**src/rtl/ysyx_23060240_pkg.sv**
```systemverilog
// Shared IFU types and constants.
// State encodings stay plain 3-bit constants for legacy tools.
package ysyx_23060240_pkg;

  typedef logic [2:0] ifu_state_e;

  localparam ifu_state_e IDLE      = 3'd0;
  localparam ifu_state_e REQ       = 3'd1;
  localparam ifu_state_e RSP       = 3'd2;
  localparam ifu_state_e RSP_DRAIN = 3'd3;
  localparam ifu_state_e OUT       = 3'd4;
  localparam ifu_state_e WAIT_NPC  = 3'd5;

  localparam logic [31:0] INST_NOP = 32'h0000_0013;
  localparam logic [31:0] RESET_PC_DEFAULT = 32'h8000_0000;

  function automatic logic misaligned(
    input logic [31:0] addr
  );
    return addr[1:0] != 2'b00;
  endfunction

endpackage

```
**src/rtl/ysyx_23060240_ifu_if.sv**
```systemverilog
// Instruction memory fetch bus.
// Request channel carries an address; response returns word + error.
interface ysyx_23060240_ifu_if;

  logic        imem_req_valid;
  logic        imem_req_ready;
  logic [31:0] imem_req_addr;
  logic        imem_rsp_valid;
  logic        imem_rsp_ready;
  logic [31:0] imem_rsp_data;
  logic        imem_rsp_err;

  modport master (
    output imem_req_valid,
    output imem_req_addr,
    output imem_rsp_ready,
    input  imem_req_ready,
    input  imem_rsp_valid,
    input  imem_rsp_data,
    input  imem_rsp_err
  );

  modport slave (
    input  imem_req_valid,
    input  imem_req_addr,
    input  imem_rsp_ready,
    output imem_req_ready,
    output imem_rsp_valid,
    output imem_rsp_data,
    output imem_rsp_err
  );

endinterface

```
**src/rtl/ysyx_23060240_ifu.sv**
```systemverilog
// Instruction fetch unit: one outstanding fetch, hands word + PC to IDU.
// Next PC arrives from write-back once per instruction.
module ysyx_23060240_ifu
  import ysyx_23060240_pkg::*;
#(
  parameter logic [31:0] RESET_PC    = RESET_PC_DEFAULT,
  parameter int unsigned TIMEOUT_CYC = 1024
) (
  input  logic                       clk,
  input  logic                       rst_n,
  input  logic                       fetch_en,
  ysyx_23060240_ifu_if.master        imem,
  output logic                       inst_valid,
  input  logic                       inst_ready,
  output logic [31:0]                inst,
  output logic [31:0]                inst_pc,
  output logic                       inst_err,
  input  logic                       npc_valid,
  input  logic [31:0]                npc,
  output logic                       npc_ready
);

  localparam logic [31:0] TO_LAST = 32'(TIMEOUT_CYC - 1);
  localparam bit          TO_EN   = TIMEOUT_CYC != 0;

  ifu_state_e  state;
  logic [31:0] pc;
  logic [31:0] inst_q;
  logic [31:0] inst_pc_q;
  logic        inst_err_q;
  logic [31:0] tcnt;
  logic        drain;

  logic        rsp_v;
  logic        to_hit;
  logic        drain_clr;
  logic        drain_busy;
  logic        go;
  logic [31:0] go_pc;
  ifu_state_e  go_st;

  assign rsp_v      = imem.imem_rsp_valid;
  assign to_hit     = TO_EN && (tcnt == TO_LAST) && !rsp_v;
  assign drain_clr  = drain &&
                      (rsp_v || (state == RSP_DRAIN && to_hit));
  assign drain_busy = drain && !drain_clr;

  // A new fetch starts from IDLE, after npc, or once a drain ends.
  assign go = fetch_en &&
              ((state == IDLE) ||
               (state == WAIT_NPC && npc_valid) ||
               (state == RSP_DRAIN && drain_clr));

  assign go_pc = (state == WAIT_NPC) ? npc : pc;
  assign go_st = drain_busy          ? RSP_DRAIN :
                 misaligned(go_pc)   ? OUT       :
                                       REQ;

  always_ff @(posedge clk or negedge rst_n) begin
    if (!rst_n) begin
      state      <= IDLE;
      pc         <= RESET_PC;
      inst_q     <= INST_NOP;
      inst_pc_q  <= RESET_PC;
      inst_err_q <= 1'b0;
      tcnt       <= '0;
      drain      <= 1'b0;
    end else begin
      if (drain_clr) drain <= 1'b0;
      unique case (state)
        REQ: begin
          if (imem.imem_req_ready) begin
            state <= RSP;
            tcnt  <= '0;
          end
        end
        RSP: begin
          if (rsp_v) begin
            state      <= OUT;
            inst_q     <= imem.imem_rsp_err ?
                          INST_NOP : imem.imem_rsp_data;
            inst_err_q <= imem.imem_rsp_err;
            inst_pc_q  <= pc;
          end else if (to_hit) begin
            state      <= OUT;
            inst_q     <= INST_NOP;
            inst_err_q <= 1'b1;
            inst_pc_q  <= pc;
            drain      <= 1'b1;
          end else begin
            tcnt <= tcnt + 32'd1;
          end
        end
        RSP_DRAIN: begin
          if (drain_clr) state <= IDLE;
          else           tcnt  <= tcnt + 32'd1;
        end
        OUT: begin
          if (inst_ready) state <= WAIT_NPC;
        end
        WAIT_NPC: begin
          if (npc_valid) begin
            pc    <= npc;
            state <= IDLE;
          end
        end
        default: state <= IDLE;
      endcase
      if (go) begin
        state <= go_st;
        pc    <= go_pc;
        tcnt  <= '0;
        if (go_st == OUT) begin
          inst_q     <= INST_NOP;
          inst_err_q <= 1'b1;
          inst_pc_q  <= go_pc;
        end
      end
    end
  end

  assign imem.imem_req_valid = state == REQ;
  assign imem.imem_req_addr  = pc;
  assign imem.imem_rsp_ready = (state == RSP) || drain;

  assign inst_valid = state == OUT;
  assign inst       = inst_q;
  assign inst_pc    = inst_pc_q;
  assign inst_err   = inst_err_q;
  assign npc_ready  = state == WAIT_NPC;

  a_npc_in_wait: assert property (
    @(posedge clk) disable iff (!rst_n)
    npc_valid |-> state == WAIT_NPC
  );

endmodule

```
**src/flat_wrapper.sv**
```systemverilog
// flat-port wrapper written by rule: the top's interface ports become plain ports
module ysyx_23060240_ifu_flat import ysyx_23060240_pkg::*;
#(
  parameter logic [31:0] RESET_PC    = RESET_PC_DEFAULT,
  parameter int unsigned TIMEOUT_CYC = 1024
)
  (clk, rst_n, fetch_en, inst_valid, inst_ready, inst, inst_pc, inst_err, npc_valid, npc, npc_ready, imem_imem_req_valid, imem_imem_req_addr, imem_imem_rsp_ready, imem_imem_req_ready, imem_imem_rsp_valid, imem_imem_rsp_data, imem_imem_rsp_err);
  ysyx_23060240_ifu_if imem_i ();
  input  logic clk;
  input  logic rst_n;
  input  logic fetch_en;
  output logic inst_valid;
  input  logic inst_ready;
  output logic [31:0] inst;
  output logic [31:0] inst_pc;
  output logic inst_err;
  input  logic npc_valid;
  input  logic [31:0] npc;
  output logic npc_ready;
  output wire logic [$bits(imem_i.imem_req_valid)-1:0] imem_imem_req_valid;
  output wire logic [$bits(imem_i.imem_req_addr)-1:0] imem_imem_req_addr;
  output wire logic [$bits(imem_i.imem_rsp_ready)-1:0] imem_imem_rsp_ready;
  input wire logic [$bits(imem_i.imem_req_ready)-1:0] imem_imem_req_ready;
  input wire logic [$bits(imem_i.imem_rsp_valid)-1:0] imem_imem_rsp_valid;
  input wire logic [$bits(imem_i.imem_rsp_data)-1:0] imem_imem_rsp_data;
  input wire logic [$bits(imem_i.imem_rsp_err)-1:0] imem_imem_rsp_err;
  assign imem_imem_req_valid = imem_i.imem_req_valid;
  assign imem_imem_req_addr = imem_i.imem_req_addr;
  assign imem_imem_rsp_ready = imem_i.imem_rsp_ready;
  assign imem_i.imem_req_ready = imem_imem_req_ready;
  assign imem_i.imem_rsp_valid = imem_imem_rsp_valid;
  assign imem_i.imem_rsp_data = imem_imem_rsp_data;
  assign imem_i.imem_rsp_err = imem_imem_rsp_err;
  ysyx_23060240_ifu #(.RESET_PC(RESET_PC), .TIMEOUT_CYC(TIMEOUT_CYC)) u_core (.clk(clk), .rst_n(rst_n), .fetch_en(fetch_en), .imem(imem_i), .inst_valid(inst_valid), .inst_ready(inst_ready), .inst(inst), .inst_pc(inst_pc), .inst_err(inst_err), .npc_valid(npc_valid), .npc(npc), .npc_ready(npc_ready));
endmodule
```
**config.mk**
```make
export PLATFORM = sky130hd
export DESIGN_NAME = ysyx_23060240_ifu_flat
export DESIGN_NICKNAME = d
export VERILOG_FILES = /design/src/rtl/ysyx_23060240_pkg.sv /design/src/rtl/ysyx_23060240_ifu_if.sv /design/src/rtl/ysyx_23060240_ifu.sv /design/src/flat_wrapper.sv
export SDC_FILE = /design/constraint.sdc
export NUM_CORES = 1
export LEC_CHECK = 0
export ABC_CLOCK_PERIOD_IN_PS = 7000
export BUFFER_PORTS_ARGS = -buffer_cell sky130_fd_sc_hd__buf_4
export CAP_MARGIN = 20
export CORE_UTILIZATION = 45
export CTS_CLUSTER_SIZE = 20
export DETAILED_ROUTE_END_ITERATION = 8
export PLACE_DENSITY = 0.71
export SYNTH_ARGS = -nofsm -noshare
export SYNTH_HDL_FRONTEND = slang
export SYNTH_SLANG_ARGS = --single-unit
```
**constraint.sdc**
```tcl
create_clock -name clk -period 7 [get_ports clk]
set_input_delay 1.4 -clock clk [delete_from_list [all_inputs] [get_ports clk]]
set_output_delay 1.4 -clock clk [all_outputs]
set_load 0.03 [all_outputs]
```
# == Yosys cells after proc, flatten, opt, wreduce, memory -nomap -nowiden ==
# Index checks and enable logic that the tools add are counted.
# totals
ff_bits,133
inputBits,72
output_inout_bits,101
wordCells,84
# classes
addsub,1
eq_ne,15
n_mux,40
n_reduce_logical,21
# ops
cell,count
$mux 32,20
$pmux 32 s3,1
$add 32x1->32 const B,1
$eq 32x10->1 const B,1
$mux 3,9
$pmux 3 s5,1
$reduce_and 5->1,2
$eq 3x3->1 const B,3
$mux 1,9
$ne 3x1->1 const B,3
$logic_and 1x1->1,7
$eq 3x2->1 const B,2
$ne 3x2->1 const B,2
$ne 3x3->1 const B,2
$reduce_bool 2->1,3
$logic_or 1x1->1,4
$ne 4x2->1 const B,1
$reduce_bool 4->1,1
$eq 3x1->1 const B,1
$logic_not 3->1,1
$logic_not 1->1,2
$reduce_and 2->1,1

# == Depth between registers and ports, before layout ==
# Gate-level depths: netlist of run 1.
# depth
ltp_word,11
ltp_mapped,10
depth_no_buf,8

# == Worst setup path before layout of run 1 ==
# Ideal clock, no wire load.
# synth_timing
path_type,in2reg
from,in npc_valid
to,reg u_core.pc[1] (netlist: u_core.imem.imem_req_addr[1])
setup_ns,0.125
arrival_time_ns,2.941
t_required_ns,6.875
slack_ns,3.934
cell_stages,7
n_path_buf,1
path_cell_list,nand2_1 a2111oi_2 a211oi_1 nor2_4 o21a_1 buf_4 mux2_2
# synth_between
elab_chain_len,6
elab_cells_between_ends,8
cone_classes,mux (1); reduce/logical (7)
# synth_rtl
element,line,source
"start, declared",flat_wrapper.sv:17,input logic npc_valid;
$logic_and 1x1->1,ysyx_23060240_ifu.sv:51,(state == WAIT_NPC && npc_valid) ||
$logic_or 1x1->1,ysyx_23060240_ifu.sv:50,((state == IDLE) ||
$logic_or 1x1->1,ysyx_23060240_ifu.sv:51,
$logic_and 1x1->1,ysyx_23060240_ifu.sv:49,assign go = fetch_en &&
$reduce_bool 2->1 (no source line),n/a,
$reduce_and 2->1 (no source line),n/a,
"end signal, assigned",ysyx_23060240_ifu.sv:103,pc <= npc;
"end signal, assigned",ysyx_23060240_ifu.sv:111,pc <= go_pc;
"end, declared",ysyx_23060240_ifu.sv:27,logic [31:0] pc;
# Parallel ways exist; a longest one is shown, timed or not.
# A chain may end at the register's enable or synchronous reset.

# == Final worst setup path of run 1 ==
# layout_timing
from,reg u_core.state[0]
to,out imem_imem_req_valid
# layout_between
elab_chain_len,1
# layout_rtl
element,line,source
"start, declared",ysyx_23060240_ifu.sv:26,ifu_state_e state;
"start signal, assigned",ysyx_23060240_ifu.sv:110,state <= go_st;
$eq 3x1->1,ysyx_23060240_ifu.sv:122,assign imem.imem_req_valid = state == REQ;
"end, declared",flat_wrapper.sv:20,output wire logic [$bits(imem_i.imem_req_valid)-1:0] imem_imem_req_valid;
# Every way passes these cells.

==> flow_metrics.py, run 1 <==
metrics = {
    "run_status": {
        "status": "finished, final reports clean",
    },
    "yosys": {
        "synth_cells": 593,
        "syn-cell-area_um2": 6050,
        "avgSynthCellArea_um2": 10.2,
        "synth_fp_nets": 666,
        "ys_types": 52,
        "synth_warnings": 0,
        "ys_seq_area_share_pct": 55.1,
        "ys_ff_latch": 133,
    },
    "critical_path": {
        "startpoint": "u_core.state[0]",
        "worstPathMaxFanout": 10,
        "rr_startpoint": "u_core.tcnt[22]",
        "crit_arrival_ps": 2010,
        "slowest_delay_ps": 550,
        "crit_slowest_cell": "dfrtp_1",
        "start_kind": "register",
        "crit_buf_inv": 2,
        "critPathKind": "reg2out",
        "path_cells": "clkinv_1 > nor3_1 > buf_4",
        "path_delay_family": "buffers and inverters",
        "cp.required_ps": 5600,
        "cp-end-kind": "output pin",
    },
    "placement": {
        "dpl.hpwl_um": 10800,
        "dp.cells": 913,
        "place_congestion": 0.868,
        "port_buffers": 172,
    },
    "timing": {
        "grt_setup_unrepaired": "false",
        "fin_crit_sh_pct": 48.7,
        "relSlewSlack_pct": 29.2,
        "final_hold_viol_count": 0,
        "period_needed_ps": 3410,
        "maxClockFrequency_ghz": 0.293,
        "tns_ps": 0,
        "drv_slew": 0,
        "hold_slack_ps": 500,
        "tightest_slew_ps": 1060,
        "final-setup-viol-count": 0,
        "skew_ps": 7.91,
    },
    "routing": {
        "wire_per_inst_um": 16.9,
        "firstDrtPassIters": 5,
        "drt_iter0_markers": 282,
        "vias": 5334,
        "ant_nets": 0,
        "routed_wl_um": 16000,
        "drc": 0,
        "via_per_inst": 5.64,
    },
    "power_and_ir_drop": {
        "leakage_uw": 0.00373,
        "swShare_pct": 41.7,
        "cellPowerDensity_nw_per_um2": 504,
        "p_clk_share_pct": 22.2,
        "p_switching_uw": 1690,
        "p_comb_share_pct": 46.0,
        "internal_power_uw": 2370,
        "vdd_drop_max_uv": 343,
        "pwr-share-seq_pct": 31.8,
    },
    "clock_tree": {
        "htree_levels": 4,
        "clock-sinks": 133,
        "cts_tree": "built",
        "cts-resized-gates": 0,
        "cts_setup_buffers": 0,
        "clockBufferDepth": 2,
        "clk_pin_slew_ps": 50,
        "clock-root-buffer": "clkbuf_16",
        "clk_latency_ps": 420,
        "cts_hold_buf": 0,
        "numCtsBuffers": 17,
    },
    "layout": {
        "diodes": 0,
        "n_fill_cell": 1113,
        "area_growth_syn_to_layout_pct": 33.1,
        "seqCellArea_um2": 3330,
        "multi_input_area_um2": 2530,
        "final_cells": 946,
        "drive_gt1_share_pct": 33.4,
        "nNetsFinal": 830,
    },
    "floorplan": {
        "io_pins": 173,
        "die_area_um2": 13900,
        "die_x_um": 118,
        "start_util_pct": 45.9,
        "fp.coreArea_um2": 13200,
        "die_y_um": 118,
        "rows": 42,
    },
    "grt": {
        "antenna_found_initial": 0,
        "grt_pass1_wl_um": 26400,
        "gr-usage-all-layers_pct": 23.9,
        "gr-total-overflow": 0,
        "grt_pass1_vias": 5306,
        "grt_max_degree": 72,
    },
    "job": {
        "max-cap-violations": 0,
    },
    "hold_path": {
        "min_path_type": "reg2reg",
        "hp-start": "u_core.tcnt[31]",
    },
}
## placed cells by master (no fill, tap or decap), drive strengths merged, types with 6 or more instances in the layout
cell type | netlist | routed
buf | 22 | 179
dfrtp | 128 | 128
nor2 | 107 | 107
o21ai | 42 | 42
o22ai | 37 | 37
nor3 | 34 | 34
mux2 | 32 | 32
a22oi | 29 | 29
a21oi | 27 | 27
clkbuf | 12 | 23
nand2 | 20 | 20
and3 | 13 | 13
a31oi | 11 | 11
nand3 | 9 | 9
nand4 | 8 | 8
inv | 6 | 7
mux2i | 6 | 6
clkinv | 1 | 6
## final cells by class
type / instances / share of cell area, %
inverter: 7 / 0.326
sequential: 133 / 41.4
multi-input combinational: 419 / 31.3
timing repair buffer: 179 / 16.8
clock inverter: 9 / 1.54
clock buffer: 23 / 5.93
tap: 176 / 2.73
## synth_stat cells, drive strengths merged
| library cell | instances | share of area (%) |
|---|---|---|
| and2 | 3 | 0.33 |
| dfrtp | 128 | 53 |
| o22ai | 37 | 3.8 |
| a22oi | 29 | 3.6 |
| a21o | 2 | 0.25 |
| nand2 | 20 | 1.3 |
| nor2b | 2 | 0.21 |
| a22o | 1 | 0.14 |
| and4 | 4 | 0.58 |
| a32oi | 1 | 0.14 |
| a211oi | 1 | 0.12 |
| or4 | 1 | 0.19 |
| inv | 6 | 0.37 |
| o32ai | 1 | 0.14 |
| a41oi | 1 | 0.14 |
| mux2 | 32 | 6.0 |
| o21a | 5 | 0.74 |
| nand4b | 1 | 0.14 |
| and3 | 13 | 1.3 |
| mux2i | 6 | 0.99 |
| nor3 | 34 | 3.0 |
| nor4 | 5 | 0.76 |
| or2 | 1 | 0.10 |
| dfstp | 5 | 2.2 |
| o21ai | 42 | 3.7 |
| clkinv | 1 | 0.062 |
| nor2 | 107 | 6.9 |
| a21oi | 27 | 2.3 |
| a31oi | 11 | 1.1 |
| o32a | 1 | 0.17 |
| nand4 | 8 | 0.83 |
| o41ai | 3 | 0.43 |
| a2111oi | 1 | 0.25 |
| ha | 1 | 0.21 |
| nand3 | 9 | 0.74 |
| or4bb | 1 | 0.19 |
| o31ai | 3 | 0.37 |
| clkbuf | 12 | 0.74 |
| nand2b | 5 | 0.52 |
| buf | 22 | 2.1 |
## cells by family after synthesis
family	synth area share, %
simple gates	17.1
buf+inv	3.26
flops	55.1
fa+ha+maj	0.207
compound gates	17.4
mux	6.94
## registers in the layout (all words and copies together) (netlist names)
name	cells
u_core.imem.imem_req_addr	32
u_core.inst	32
u_core.inst_pc	32
u_core.tcnt	32
u_core.state	3
u_core.drain	1
u_core.inst_err	1
## power groups by stage
stage	Clock, uW	Combinational (uW)	Sequential [uW]
floorplan	0	670	1800
finish	903	1870	1290
global route	951	1990	1330
detailed placement	0	1880	1290
global placement	0	1850	1280
CTS	918	1880	1290
## per-stage QoR
| stage | power, uW | cell area [um2] | util (%) | worst slack [ps] |
|---|---|---|---|---|
| final | 4060 | 8060 | 61.1 | 3590 |
| after floorplan | 2470 | 6050 | - | 3930 |
| after global routing | 4280 | 8060 | 61.1 | 3410 |
| after detailed placement | 3170 | 7440 | 56.4 | 3310 |
| after global placement | 3130 | 7440 | 56.4 | 3400 |
| after CTS | 4080 | 8050 | 61.0 | 3540 |
## final timing paths
check | endpoint | slack (ps) | cells after the start
max | imem_imem_req_valid | 3590 | 3
min | u_core.tcnt[31] | 500 | 1
max reg2reg | u_core.tcnt[30] | 3930 | 7
min reg2reg | u_core.tcnt[31] | 500 | 1
max in group asynchronous | u_core.inst[23] | 4530 | 2
min in group asynchronous | u_core.inst[3] | 1090 | 1
## routing by layer
| metal | track usage, % | wire [um] |
|---|---|---|
| met1 | 28.9 | 6620 |
| met2 | 39.2 | 7810 |
| met3 | 7.90 | 1250 |
| met4 | 9.78 | 306 |
| met5 | 0 | 0 |
Power figures use the tool's default switching activity.
==> inputs of run 2 (changes only) <==
Settings changed: ABC_CLOCK_PERIOD_IN_PS 7000 to 3000, PLACE_DENSITY 0.71 to 0.73.
Clock period 7 ns to 3 ns, I/O delays scaled along.
==> run 2 against run 1 <==
- critical endpoint is now u_core.inst_pc[28]
- die area is the same
- combinational power up 140%
- setup slack lost 3300 ps
- total power up 130%
- sequential power is 130% higher
- clock power grew 110%
==> flow_metrics.py, run 2 (synthesized netlist as in run 1, its figures left out) <==
metrics = {
    "critical_path": {
        "worstPathMaxFanout": 18,
        "rr_startpoint": "u_core.tcnt[0]",
        "crit_buf_inv": 1,
        "reg2reg_to": "u_core.inst_pc[28]",
        "start_kind": "register",
        "crit_slowest_cell": "a21oi_2",
        "slowest_delay_ps": 710,
        "critPathKind": "reg2reg",
        "crit_arrival_ps": 3080,
        "ff2ff_path_depth": 9,
        "cp.required_ps": 3340,
        "path_delay_family": "compound AO/OA/AOI/OAI gates",
        "r2r_setup_slack_ps": 260,
        "path_cells": "ha_1 > nand3_1 > nor4_4 > and2_2 > o21a_1 > a21oi_2 > buf_4 > o22ai_1 > nor2_1",
        "cp-end-kind": "register",
    },
    "routing": {
        "routed_wl_um": 16600,
        "via_per_inst": 5.66,
        "firstDrtPassIters": 5,
        "drc": 0,
        "vias": 5415,
        "drt_iter0_markers": 325,
        "wire_per_inst_um": 17.3,
        "ant_nets": 0,
    },
    "clock_tree": {
        "cts_setup_buffers": 0,
        "numCtsBuffers": 17,
        "cts-resized-gates": 0,
        "htree_levels": 4,
        "clk_latency_ps": 410,
        "cts_hold_buf": 0,
        "clock-sinks": 133,
        "cts_tree": "built",
        "clock-root-buffer": "clkbuf_16",
        "clockBufferDepth": 2,
        "clk_pin_slew_ps": 60,
    },
    "job": {
        "max-cap-violations": 0,
    },
    "power_and_ir_drop": {
        "leakage_uw": 0.00376,
        "swShare_pct": 42.6,
        "p_switching_uw": 4020,
        "p_comb_share_pct": 47.3,
        "vdd_drop_max_uv": 875,
        "pwr-share-seq_pct": 32.1,
        "internal_power_uw": 5400,
        "cellPowerDensity_nw_per_um2": 1160,
        "p_clk_share_pct": 20.6,
    },
    "layout": {
        "final_cell_mix": "188 x buf_4, 128 x dfrtp_1, 105 x nor2_1, 37 x o22ai_1, 35 x o21ai_0",
        "drive_gt1_share_pct": 34.3,
        "area_growth_syn_to_layout_pct": 34.0,
        "diodes": 0,
        "final_cells": 957,
        "nNetsFinal": 841,
        "n_fill_cell": 1105,
        "final_common_cell": "buf_4",
    },
    "floorplan": {
        "die_x_um": 118,
        "io_pins": 173,
        "fp.coreArea_um2": 13200,
        "rows": 42,
        "die_y_um": 118,
        "die_area_um2": 13900,
        "start_util_pct": 45.9,
    },
    "grt": {
        "antenna_found_initial": 0,
        "grt_pass1_wl_um": 27500,
        "gr-total-overflow": 0,
        "grt_max_degree": 83,
        "grt_pass1_vias": 5462,
        "gr-usage-all-layers_pct": 24.9,
    },
    "timing": {
        "tightest_slew_ps": 884,
        "final_hold_viol_count": 0,
        "skew_ps": 10.8,
        "tns_ps": 0,
        "final-setup-viol-count": 0,
        "period_needed_ps": 2740,
        "drv_slew": 0,
        "grt_setup_unrepaired": "false",
        "maxClockFrequency_ghz": 0.365,
        "fin_crit_sh_pct": 91.3,
        "relSlewSlack_pct": 41.1,
    },
    "run_status": {
        "status": "finished, final reports clean",
    },
    "hold_path": {
        "min_path_type": "in2async",
    },
    "placement": {
        "place_congestion": 0.825,
        "port_buffers": 172,
        "dpl.hpwl_um": 11400,
        "dp.cells": 925,
    },
}
==> run 2: worst max path at each step <==
| stage | from | end | slack, ps | cells past startpoint |
|---|---|---|---|---|
| 4_1_cts | u_core.tcnt[0] | u_core.inst_pc[28] | 280 | 9 |
| 2_1_floorplan | u_core.tcnt[22] | u_core.imem.imem_req_addr[1] | 600 | 7 |
| 3_3_place_gp | u_core.tcnt[0] | u_core.inst_pc[27] | 370 | 9 |
| 5_1_grt | u_core.tcnt[0] | u_core.tcnt[27] | 80 | 8 |
| 6_report | u_core.tcnt[0] | u_core.inst_pc[28] | 260 | 9 |
| 3_5_place_dp | u_core.tcnt[0] | u_core.inst_pc[28] | 320 | 9 |
==> run 2: layout make-up <==
type                            count  area, um2  area share, %
Sequential cell                   133       3330           41.1
Multi-Input combinational cell    419       2530           31.1
Timing Repair Buffer              190       1450           17.9
Clock buffer                       23        478           5.89
Tap cell                          176        220           2.71
Clock inverter                      9       77.6          0.956
Inverter                            7       26.3          0.324
==> run 2: per-layer routing <==
metal	up-vias	wire length (um)	track usage (%)
met2	191	8110	40.8
met4	0	325	9.05
met5	-	0	0
met3	25	1320	9.30
met1	2675	6830	29.8
li1	2524	-	-
==> run 2: per-stage QoR <==
step | power, uW | hold slack (ps) | cell area [um2] | setup slack [ps] | utilization, %
floorplan | 5770 | 304 | 6050 | 605 | -
global placement | 7370 | 465 | 7560 | 369 | 57.3
detailed placement | 7490 | 472 | 7560 | 317 | 57.3
CTS | 9470 | 103 | 8110 | 277 | 61.5
global route | 9900 | 113 | 8110 | 77.9 | 61.5
finish | 9420 | 102 | 8110 | 262 | 61.5
==> run 2: worst register-to-register path: cells and delay by family, from the launching register on <==
family / cells / cell delay, ps
buffers and inverters: 1 / 350
AO/OA/AOI/OAI: 3 / 1040
adder cells (fa/ha/maj): 1 / 250
AND/OR/NAND/NOR: 4 / 610
flip-flops: 1 / 420
==> run 2: power by group through the flow <==
stage | Clock (uW) | Sequential (uW) | Combinational, uW
CTS | 1970 | 3020 | 4480
floorplan | 0 | 4210 | 1560
finish | 1940 | 3030 | 4450
global route | 2060 | 3110 | 4720
detailed placement | 0 | 3030 | 4460
global placement | 0 | 2980 | 4390
